===== src/rtl/fft_pkg.sv =====
// Shared constants and types for the FFT result-read path.
package fft_pkg;
   localparam int bit_width = 16;
   localparam int N         = 512;
   localparam int M         = $clog2(N);

   typedef struct packed {
      logic signed [bit_width-1:0] re;
      logic signed [bit_width-1:0] im;
   } cplx_t;

   typedef enum logic [1:0] {IDLE, READ, DRAIN, REPORT} peak_state_t;
endpackage


===== src/rtl/cplx_mag_sq.sv =====
// Registered squared magnitude re^2 + im^2 of one complex sample.
module cplx_mag_sq
   import fft_pkg::*;
(
   input  logic                 clk,
   input  logic                 reset,
   input  cplx_t                din,
   output logic [2*bit_width:0] mag
);
   logic signed [2*bit_width-1:0] re_sq;
   logic signed [2*bit_width-1:0] im_sq;

   assign re_sq = din.re * din.re;
   assign im_sq = din.im * din.im;

   // Squares are never negative, so the sum is formed unsigned with one carry bit.
   always_ff @(posedge clk or negedge reset) begin
      if (!reset) mag <= '0;
      else        mag <= {1'b0, re_sq} + {1'b0, im_sq};
   end
endmodule


===== src/rtl/fft_peak_finder.sv =====
// Scans positive-frequency FFT bins after done rises and reports the largest |X|^2.
//
//  state  | meaning
//  IDLE   | rd_adr parked at 0, waiting for a done rising edge
//  READ   | issuing one read address per cycle, MIN_BIN..N/2-1
//  DRAIN  | no new reads, letting RAM latency and compare pipeline flush
//  REPORT | peak_valid high, peak_bin/peak_mag just loaded
module fft_peak_finder #(
   parameter int N       = fft_pkg::N,
   parameter int M       = fft_pkg::M,
   parameter int RD_LAT  = 1,
   parameter int MIN_BIN = 1
) (
   input  logic                           clk,
   input  logic                           reset,
   input  logic                           done,
   output logic [M-1:0]                   rd_adr,
   input  logic [2*fft_pkg::bit_width-1:0] rd_data,
   output logic                           busy,
   output logic                           peak_valid,
   output logic [M-2:0]                   peak_bin,
   output logic [2*fft_pkg::bit_width:0]  peak_mag
);
   import fft_pkg::*;

   localparam int              MW         = 2*bit_width + 1;
   localparam logic [M-1:0]    FIRST      = M'(MIN_BIN);
   localparam logic [M-1:0]    LAST       = M'(N/2 - 1);
   localparam int              DW         = $clog2(RD_LAT + 2);
   localparam logic [DW-1:0]   DRAIN_LOAD = DW'(RD_LAT + 1);

   peak_state_t     state;
   logic            done_q;
   logic            start;
   logic [DW-1:0]   drain_cnt;

   logic [M-2:0]    tag_d [RD_LAT];
   logic            vld_d [RD_LAT];
   logic [M-2:0]    s1_tag;
   logic            s1_vld;
   logic [MW-1:0]   mag;

   logic [MW-1:0]   best_mag;
   logic [M-2:0]    best_bin;
   logic            best_ok;

   assign start = done & ~done_q;

   cplx_mag_sq u_mag (
      .clk   (clk),
      .reset (reset),
      .din   (rd_data),
      .mag   (mag)
   );

   always_ff @(posedge clk or negedge reset) begin
      if (!reset) begin
         state      <= IDLE;
         done_q     <= 1'b0;
         rd_adr     <= '0;
         busy       <= 1'b0;
         peak_valid <= 1'b0;
         peak_bin   <= '0;
         peak_mag   <= '0;
         drain_cnt  <= '0;
      end else begin
         done_q     <= done;
         peak_valid <= 1'b0;
         case (state)
            IDLE: begin
               rd_adr <= '0;
               if (start) begin
                  rd_adr <= FIRST;
                  busy   <= 1'b1;
                  state  <= READ;
               end
            end
            READ: begin
               if (rd_adr == LAST) begin
                  state     <= DRAIN;
                  drain_cnt <= DRAIN_LOAD;
               end else begin
                  rd_adr <= rd_adr + 1'b1;
               end
            end
            DRAIN: begin
               if (drain_cnt == '0) begin
                  state      <= REPORT;
                  peak_valid <= 1'b1;
                  peak_bin   <= best_bin;
                  peak_mag   <= best_mag;
               end else begin
                  drain_cnt <= drain_cnt - 1'b1;
               end
            end
            REPORT: begin
               busy   <= 1'b0;
               rd_adr <= '0;
               state  <= IDLE;
            end
            default: state <= IDLE;
         endcase
      end
   end

   // Bin tag rides alongside the RAM read, then one more stage to meet the registered magnitude.
   always_ff @(posedge clk or negedge reset) begin
      if (!reset) begin
         for (int i = 0; i < RD_LAT; i++) begin
            tag_d[i] <= '0;
            vld_d[i] <= 1'b0;
         end
         s1_tag   <= '0;
         s1_vld   <= 1'b0;
         best_mag <= '0;
         best_bin <= '0;
         best_ok  <= 1'b0;
      end else begin
         tag_d[0] <= rd_adr[M-2:0];
         vld_d[0] <= (state == READ);
         for (int i = 1; i < RD_LAT; i++) begin
            tag_d[i] <= tag_d[i-1];
            vld_d[i] <= vld_d[i-1];
         end
         s1_tag <= tag_d[RD_LAT-1];
         s1_vld <= vld_d[RD_LAT-1];
         if (state == IDLE && start) begin
            best_ok <= 1'b0;
         end else if (s1_vld && (!best_ok || mag > best_mag)) begin
            best_ok  <= 1'b1;
            best_mag <= mag;
            best_bin <= s1_tag;
         end
      end
   end
endmodule

===== config.mk =====
export PLATFORM = sky130hd
export DESIGN_NAME = fft_peak_finder
export DESIGN_NICKNAME = d
export VERILOG_FILES = /design/src/rtl/fft_pkg.sv /design/src/rtl/cplx_mag_sq.sv /design/src/rtl/fft_peak_finder.sv
export SDC_FILE = /design/constraint.sdc
export NUM_CORES = 1
export LEC_CHECK = 0
export BUFFER_PORTS_ARGS = -buffer_cell sky130_fd_sc_hd__buf_2
export CORE_UTILIZATION = 50
export CTS_BUF_LIST = sky130_fd_sc_hd__clkbuf_4
export DETAILED_ROUTE_END_ITERATION = 8
export HOLD_SLACK_MARGIN = 0.12
export PLACE_DENSITY = 0.62
export SYNTH_ARGS = -nofsm -noshare
export SYNTH_HDL_FRONTEND = slang
export SYNTH_SLANG_ARGS = --single-unit
export TNS_END_PERCENT = 50

===== constraint.sdc =====
create_clock -name clk -period 5 [get_ports clk]
set_clock_uncertainty 0.2 [all_clocks]
set_input_delay 1.5 -clock clk [delete_from_list [all_inputs] [get_ports clk]]
set_output_delay 1.5 -clock clk [all_outputs]
set_load 0.05 [all_outputs]

==> results of run 1 <==
what timing repair did:
item	4_1_cts	5_1_grt
pin swaps	87	34
resized for setup	217	44
setup endpoints to repair	28	28
buffers inserted	33	3
cloned	1	0
critical path: cells and delay by family:
kind,cells,cell delay [ns]
buffers and inverters,9,0.62
XOR/XNOR,2,0.29
adder cells (fa/ha/maj),8,3.58
AND/OR/NAND/NOR,3,0.51
AO/OA/AOI/OAI,10,1.55
worst paths after layout:
check	end	slack, ns	cells past startpoint
worst max register to register	best_mag[32]	1.75	8
worst min-delay path	s1_tag[7]	0.16	0
min in group asynchronous	peak_mag[2]	0.79	1
worst min register to register	s1_tag[7]	0.16	0
max in group asynchronous	s1_tag[6]	3.02	2
worst max-delay path	u_mag.mag[31]	-2.82	32
metrics by stage:
step	std cells	instance area [um2]	util [%]	setup slack, ns	setup TNS (ns)
floorplan	2666	26000	-	-3.10	-62.07
global placement	3811	30200	60.2	-3.47	-78.45
detailed placement	3811	30200	60.2	-3.54	-80.06
CTS	3877	31600	63.1	-2.70	-57.31
global route	3881	31900	63.5	-3.08	-65.02
finish	3881	31900	63.5	-2.82	-59.33
sequential cells by signal, indices dropped and copies added, names as in the netlist:
register / count
peak_valid: 1
vld_d: 1
s1_tag: 8
busy: 1
drain_cnt: 2
s1_vld: 1
best_mag: 33
u_mag.mag: 33
rd_adr: 9
peak_bin: 8
state: 2
peak_mag: 33
best_ok: 1
tag_d: 8
done_q: 1
best_bin: 8
cells by family (layout without fill, tap and decap cells):
logic type                 Yosys count  in the layout  synth area share, %
buffers and inverters              774           1316                 11.5
and+or+nand+nor                    541            541                 9.91
xor gates and xnor gates           107            107                 3.69
muxes                               56             56                 2.47
AOI/OAI and AO/OA                  313            313                 7.95
other                                0              1                    0
DFF                                150            150                 14.8
adders and majority gates          725            725                 49.7
placed cells by master, fill, tap and decap left out, types with 13 or more instances in the layout:
master	netlist	final
buf_4	1	468
clkbuf_4	0	17
inv_2	0	26
mux2_1	40	40
ha_4	0	27
o21ai_0	67	59
nand3_1	16	15
a21oi_1	84	57
buf_2	6	60
ha_1	249	217
and2_1	75	59
xnor2_1	84	71
nand2_1	221	199
nand4_1	19	19
o21a_1	16	16
nand2b_1	20	19
inv_1	708	679
dfrtp_1	150	150
buf_6	1	31
fa_1	476	463
a21oi_2	0	23
nand2_2	0	18
a21o_1	36	36
mux2_2	15	15
nor2_1	120	108
xor2_1	23	21
fa_2	0	13
and2_4	0	16
nor2b_1	14	13
synthesized netlist by cell type, drive strengths merged (15+ instances only):
master / instances / share of area (%)
a21o: 37 / 1.1
mux2: 55 / 2.4
nand3: 16 / 0.31
o21a: 17 / 0.51
inv: 708 / 10
and2: 75 / 1.8
a21oi: 84 / 1.7
nand2b: 20 / 0.49
o21bai: 15 / 0.44
a211oi: 16 / 0.49
xor2: 23 / 0.79
nand2: 221 / 3.3
ha: 249 / 12
clkbuf: 56 / 0.83
dfrtp: 150 / 15
nand4: 19 / 0.47
xnor2: 84 / 2.9
fa: 476 / 37
nor2: 120 / 1.8
o21ai: 84 / 1.7
metal layers:
metal,global-route usage (%),wire (um)
met4,5.61,1130
met3,1.82,1590
met1,30.5,24800
met5,0,0
met2,44.7,30800
area by class of cell:
class | instances | area (um2) | area share (%)
Inverter | 709 | 2670 | 8.37
Sequential cell | 150 | 3750 | 11.8
Tap cell | 672 | 841 | 2.64
Clock inverter | 15 | 154 | 0.483
Clock buffer | 17 | 128 | 0.400
Antenna cell | 1 | 2.50 | 0.00785
Timing Repair Buffer | 575 | 4440 | 13.9
Multi-Input combinational cell | 1742 | 19900 | 62.4
==> flow_summary.toml, run 1 <==
[floorplanning]
fp.dieH_um = 228
rows = 82
dieArea_um2 = 51800
die-width_um = 228
ios = 87
core-area_um2 = 50200
start_util_pct = 50.7

[detailed_routing]
drt_iter0_drc = 884
wl_per_cell_um = 15.0
drc = 0
vias = 19300
ant_nets = 0
routed_wl_um = 58300
drt-pass1-iter-count = 7
vias_per_cell = 4.97

[setup_path]
critPathArrivalTime_ns = 8.07
startpoint_type = "primary input"
required_ns = 5.25
cp_max_fo = 5
slowest_stage = "fa_1"
setup.worst_path.end_class = "flip-flop"
path_class = "in -> reg"
r2r-start = "u_mag.mag[16]"
slowest_delay_ns = 0.54
crit_start = "rd_data[5]"

[cells_and_area]
syn_to_final_growth_pct = 25.3
drive_gt1_share_pct = 26.5
nets = 3955
fillers = 4120

[synth]
avgSynthCellArea_um2 = 9.54
postSynth.asyncResetShare_pct = 100
synth_cell_type_count = 75
synth_edf_count = 0
syn_area_um2 = 25400
synth_warnings = 0
seq_area_frac_synth_pct = 14.8
synthFlopType = "dfrtp_1"
synth-seq-cells = 150
syn-num-nets = 3426
synthCells = 2666

[place]
io_buffers = 86
gp_congestion = 0.920
hpwl_um = 50500

[clock_network]
root_buffer = "clkbuf_4"
clockBufferDepth = 2
clkLatencyLatePin_ns = 0.56
cts.sinks = 150
htreeDepth = 4
cts_tree = "done"
cts_buffers = 17
clk_pin_slew_worst_paths_ns = 0.14
cts_hold_buffers = 0

[grt]
overflow = 0
grt_antenna_before_repair = 1
track_usage_pct = 24.1
grt_pass1_wl_um = 99200
grt_max_degree = 96
grt_pass1_vias = 21300

[outcome]
violations = "negative setup slack"
status = "complete, but fails checks"

[timing]
fin_crit_ns = 7.82
timing.final.ws_setup_ns = -2.82
rsz0062_at_grt = "true"
setup_viol = 28
timing.slew.headroom_pct = 37.3
whs_ns = 0.163
finalHoldViolCount = 0
slew_violations = 0
finalCritPeriodShare_pct = 156
tightest_slew_ns = 0.937
fmaxAchievable_ghz = 0.128

[worst_hold_path]
hold_class = "reg -> reg"
hp-start = "tag_d[7]"

[flow_run]
maxCapViolCount = 0
Power of run 1 is left out: the tool's default activity adds up to more than one toggle a clock period on the data nets, which glitch-free logic cannot reach.
==> inputs of run 2 (changes only) <==
ABC_AREA = 1   (was not set)
==> run 2 against run 1 <==
The run still ends with negative setup slack left. Area after synthesis rose by 4.1%. Critical path type unchanged. Routed wire length rose by 16%. Fmax is 4.5% higher. First-iteration DRC count up 20%. Die area grew 4.0%. Sequential cell count unchanged. Count of clock-buffer cells in the layout stayed put. Critical endpoint is now u_mag.mag[25]. Highest routed layer unchanged. Critical path depth unchanged. Worst setup slack gained 0.34 ns. Cell area is 12% higher. Sequential share of layout area down 1.2 points.
==> flow_summary.toml, run 2 <==
[detailed_routing]
drt_iter0_drc = 1061
drt-pass1-iter-count = 6
vias_per_cell = 4.86
ant_nets = 0
vias = 21900
wl_per_cell_um = 15.0
drc = 0
routed_wl_um = 67400

[floorplanning]
dieArea_um2 = 53800
rows = 83
die-width_um = 232
start_util_pct = 51.1
core-area_um2 = 51800
ios = 87
fp.dieH_um = 232

[setup_path]
path_class = "in -> reg"
setup.worst_path.end_class = "flip-flop"
cp_max_fo = 5
slowest_delay_ns = 0.51
path_common_cell = "fa_1"
required_ns = 5.26
critPathArrivalTime_ns = 7.75
slowest_stage = "fa_1"
startpoint_type = "primary input"

[synth]
synth_top_area_share_pct = 36.0
synth_common_cells = "inv_1 (894), nand2_1 (663), fa_1 (476)"
synth_edf_count = 0
synthFlopType = "dfrtp_1"
yosys-top-cells-area = "fa_1 (36%), dfrtp_1 (14%), inv_1 (13%)"
syn-num-nets = 3940
synth_warnings = 0
synth_cell_type_count = 46
synthMostInstantiatedCell = "inv_1"
seq_area_frac_synth_pct = 14.2
syn_area_um2 = 26500
synth-seq-cells = 150
postSynth.asyncResetShare_pct = 100
yosysTopAreaCell = "fa_1"
avgSynthCellArea_um2 = 8.32
synthCells = 3180

[clock_network]
cts_hold_buffers = 0
root_buffer = "clkbuf_4"
htreeDepth = 4
cts.sinks = 150
clockBufferDepth = 2
cts_buffers = 17
clk_pin_slew_worst_paths_ns = 0.15
cts_tree = "done"
clkLatencyLatePin_ns = 0.56

[place]
gp_congestion = 0.963
hpwl_um = 56900
io_buffers = 86

[timing]
tightest_slew_ns = 0.826
timing.slew.headroom_pct = 44.9
slew_violations = 0
timing.final.ws_setup_ns = -2.48
finalHoldViolCount = 0
setup_viol = 27
rsz0062_at_grt = "true"
fmaxAchievable_ghz = 0.134
finalCritPeriodShare_pct = 150
fin_crit_ns = 7.48
fin_tns_setup_ns = -53.21

[grt]
grt_pass1_wl_um = 113000
track_usage_pct = 26.0
grt_max_degree = 91
grt_pass1_vias = 23600
overflow = 0
grt_antenna_before_repair = 1

[worst_hold_path]
hold_class = "reg -> reg"

[cells_and_area]
final_cell_mix = "inv_1 (821), nand2_1 (548), buf_4 (548)"
post-route-util_pct = 68.6
largest_registers = "best_mag (33), peak_mag (33), u_mag.mag (33)"
final_common_cell = "inv_1"
nets = 4576
drive_gt1_share_pct = 31.9
syn_to_final_growth_pct = 34.4
fillers = 4184

[outcome]
violations = "negative setup slack"
status = "complete, but fails checks"

[flow_run]
maxCapViolCount = 0
-- run 2: changes by cell type in the layout (fill, tap and decap cells not counted), moves of 41 or more --
cell	previous run	this run
inv_2	26	67
nand3_1	15	76
nand2_1	199	548
xnor2_1	71	23
buf_4	468	548
nand2_2	18	82
inv_1	679	821
and2_1	59	0
-- run 2: timing repair --
item,4_1_cts,5_1_grt
pin swaps,185,127
gates cloned,1,0
resized for setup,432,181
setup endpoints to repair,28,28
setup buffers,58,29
-- run 2: worst max-delay path, delay by kind of cell --
kind | cells | cell delay (ns)
adder cells (fa/ha/maj) | 8 | 3.44
AND/OR/NAND/NOR | 10 | 1.27
buffers and inverters | 10 | 0.88
XOR/XNOR | 2 | 0.35
AO/OA/AOI/OAI | 2 | 0.29
-- run 2: cell type report --
type                            count  area [um2]  share of cell area, %
Inverter                          897        3390                   9.53
Multi-Input combinational cell   2049       21600                   60.7
Antenna cell                        1        2.50                0.00704
Clock inverter                     15         119                  0.334
Sequential cell                   150        3750                   10.6
Timing Repair Buffer              701        5720                   16.1
Clock buffer                       17         128                  0.359
Tap cell                          680         851                   2.39
-- run 2: final timing paths --
kind	from	end	slack (ns)	cells past startpoint
worst min-delay path	tag_d[4]	s1_tag[4]	0.16	0
worst max-delay path	rd_data[31]	u_mag.mag[25]	-2.48	32
worst max register to register	u_mag.mag[24]	best_mag[22]	2.02	12
max in group asynchronous	reset	rd_adr[7]	2.99	2
min in group asynchronous	reset	peak_mag[7]	0.79	1
worst min register to register	tag_d[4]	s1_tag[4]	0.16	0
-- run 2: logic make-up after synthesis --
group,share of synthesized area [%]
buffers and inverters,14.1
and+or+nand+nor,14.4
adders and majority gates,47.8
AOI/OAI and AO/OA,5.98
DFF,14.2
xor gates and xnor gates,3.54
-- run 2: through the flow --
stage          cell area (um2)  setup WS, ns  hold slack, ns  instances
6_report                 35600         -2.48           0.163       4510
4_1_cts                  34600         -2.38           0.159       4482
5_1_grt                  35600         -2.63           0.170       4510
2_1_floorplan            27600         -2.52           0.131       3180
3_3_place_gp             32100         -3.50           0.132       4392
3_5_place_dp             32100         -3.49           0.136       4392
-- run 2: layer usage --
| metal | up-vias | GRT usage, % | part of all wire [%] |
|---|---|---|---|
| met4 | 0 | 4.87 | 1.6 |
| met2 | 357 | 46.0 | 50 |
| met5 | - | 0 | 0 |
| met3 | 69 | 1.45 | 2.8 |
| met1 | 10900 | 35.6 | 45 |
| li1 | 10600 | - | - |
Power of run 2 is left out for the same reason.
==> inputs of run 3 (changes only) <==
CELL_PAD_IN_SITES_DETAIL_PLACEMENT = 0   (was not set)
CELL_PAD_IN_SITES_GLOBAL_PLACEMENT = 1   (was not set)
PLACE_DENSITY = 0.79   (was 0.62)
==> run 3 against run 2 <==
The run still ends with negative setup slack left. Sequential cell count unchanged. Worst setup slack better by 0.076 ns. Hold slack lost 0.0094 ns. Core utilization is 1.3 points lower. Cell area shrank 2.0%. Count of clock-buffer cells in the layout stayed put. Critical path depth fell by 1. Register-to-register slack worse by 0.08 ns. Critical path type unchanged. Non-clock buffer count shrank 46. Routed wire length down 1.3%. Cell count down 1.0%.
==> flow_summary.toml, run 3 (synthesis results as in run 2) <==
[worst_hold_path]
hold_end = "s1_tag[4]"
hp-start = "tag_d[4]"
holdPathStages = 0
hold_class = "reg -> reg"

[place]
hpwl_um = 56900
placed_cell_area_um2 = 32000
gp_congestion = 0.965
io_buffers = 86

[timing]
tightest_slew_ns = 0.863
fin_crit_ns = 7.40
timing.final.ws_setup_ns = -2.40
timing.slew.headroom_pct = 42.5
fmaxAchievable_ghz = 0.135
finalHoldViolCount = 0
setup_viol = 27
slew_violations = 0
finalCritPeriodShare_pct = 148
rsz0062_at_grt = "true"

[detailed_routing]
wl_per_cell_um = 14.9
vias_per_cell = 4.86
vias = 21700
drt_iter0_drc = 1051
drt-pass1-iter-count = 7
ant_nets = 0
routed_wl_um = 66600
drc = 0

[clock_network]
clkLatencyLatePin_ns = 0.57
clockBufferDepth = 2
htreeDepth = 4
cts.sinks = 150
cts_buffers = 17
root_buffer = "clkbuf_4"
clk_pin_slew_worst_paths_ns = 0.15
cts_tree = "done"

[grt]
track_usage_pct = 25.9
grt.busiest_layer = "met2"
grt_max_degree = 95
grtUsageMet2_pct = 46.0
grt_pass1_wl_um = 113000
grt_pass1_vias = 23800
overflow = 0
gr-usage-met1_pct = 34.7
grt_use_met3_pct = 2.26
grt_antenna_before_repair = 2

[cells_and_area]
drive_gt1_share_pct = 30.2
largest_registers = "best_mag (33), peak_mag (33), u_mag.mag (33)"
final_cell_mix = "inv_1 (827), nand2_1 (565), buf_4 (533)"
nets = 4530
syn_to_final_growth_pct = 31.7
final_common_cell = "inv_1"
fin_area_um2 = 34900
post-route-util_pct = 67.3

[setup_path]
cp_num_buf_inv = 8
required_ns = 5.27
r2r-start = "u_mag.mag[32]"
critPathArrivalTime_ns = 7.68
setup.worst_path.end_class = "flip-flop"
cp_max_fo = 7
rr_worst_depth = 12
slowest_stage = "fa_1"
r2r-end = "best_mag[6]"
r2r_slack_ns = 1.94
path_class = "in -> reg"
slowest_delay_ns = 0.54
critPathTopFamily = "adder cells"
startpoint_type = "primary input"

[floorplanning]
dieArea_um2 = 53800
ios = 87
fp.dieH_um = 232
start_util_pct = 51.1
die-width_um = 232
core-area_um2 = 51800
rows = 83

[outcome]
status = "complete, but fails checks"
violations = "negative setup slack"

[flow_run]
maxCapViolCount = 0
run 3: cell types whose count changed in the layout (fill, tap and decap cells not counted), sizes merged:
cell,previous run,this run
buf,701,653
clkinvlp,4,1
clkbuf,17,19
clkinv,5,7
diode,1,2
run 3: final cells by class:
class,count,area [um2]
Inverter,897,3400
Tap cell,680,851
Antenna cell,2,5.00
Sequential cell,150,3750
Multi-Input combinational cell,2049,21400
Clock inverter,14,116
Fill cell,4311,17000
Clock buffer,17,128
Timing Repair Buffer,655,5250
run 3: worst reg2reg max path, delay by kind of cell (launching register included):
kind / cells / cell delay (ns)
AND/OR/NAND/NOR: 11 / 1.97
adder cells (fa/ha/maj): 1 / 0.33
flip-flops: 1 / 0.47
run 3: stage by stage:
stage | hold slack [ns] | cells | worst slack (ns) | setup TNS (ns)
global route | 0.174 | 4463 | -2.64 | -57.26
detailed placement | 0.137 | 4374 | -3.54 | -79.23
floorplan | 0.131 | 3180 | -2.52 | -54.03
finish | 0.154 | 4464 | -2.40 | -51.85
global placement | 0.134 | 4374 | -3.46 | -78.13
CTS | 0.150 | 4445 | -2.34 | -51.38
run 3: repair_timing:
item	CTS	global route
hold buffers	0	0
resized for setup	318	198
pin swaps	132	135
setup buffers	40	17
setup endpoints to repair	28	28
gates cloned	0	2
run 3: worst max path at each step:
stage                      from             to  slack (ns)  cells past startpoint
finish              rd_data[30]  u_mag.mag[30]       -2.40                     31
floorplan            rd_data[3]  u_mag.mag[31]       -2.52                     29
CTS                 rd_data[17]  u_mag.mag[31]       -2.34                     29
global placement    rd_data[31]  u_mag.mag[31]       -3.46                     30
detailed placement  rd_data[31]  u_mag.mag[31]       -3.54                     29
global route        rd_data[20]  u_mag.mag[29]       -2.64                     32
run 3: metal layers:
metal,up-vias,routed length [um],part of all wire (%)
met4,0,1120,1.7
met2,350,33300,50
met5,-,0,0
li1,10500,-,-
met3,60,2260,3.4
met1,10700,29900,45
Power of run 3 is left out for the same reason.
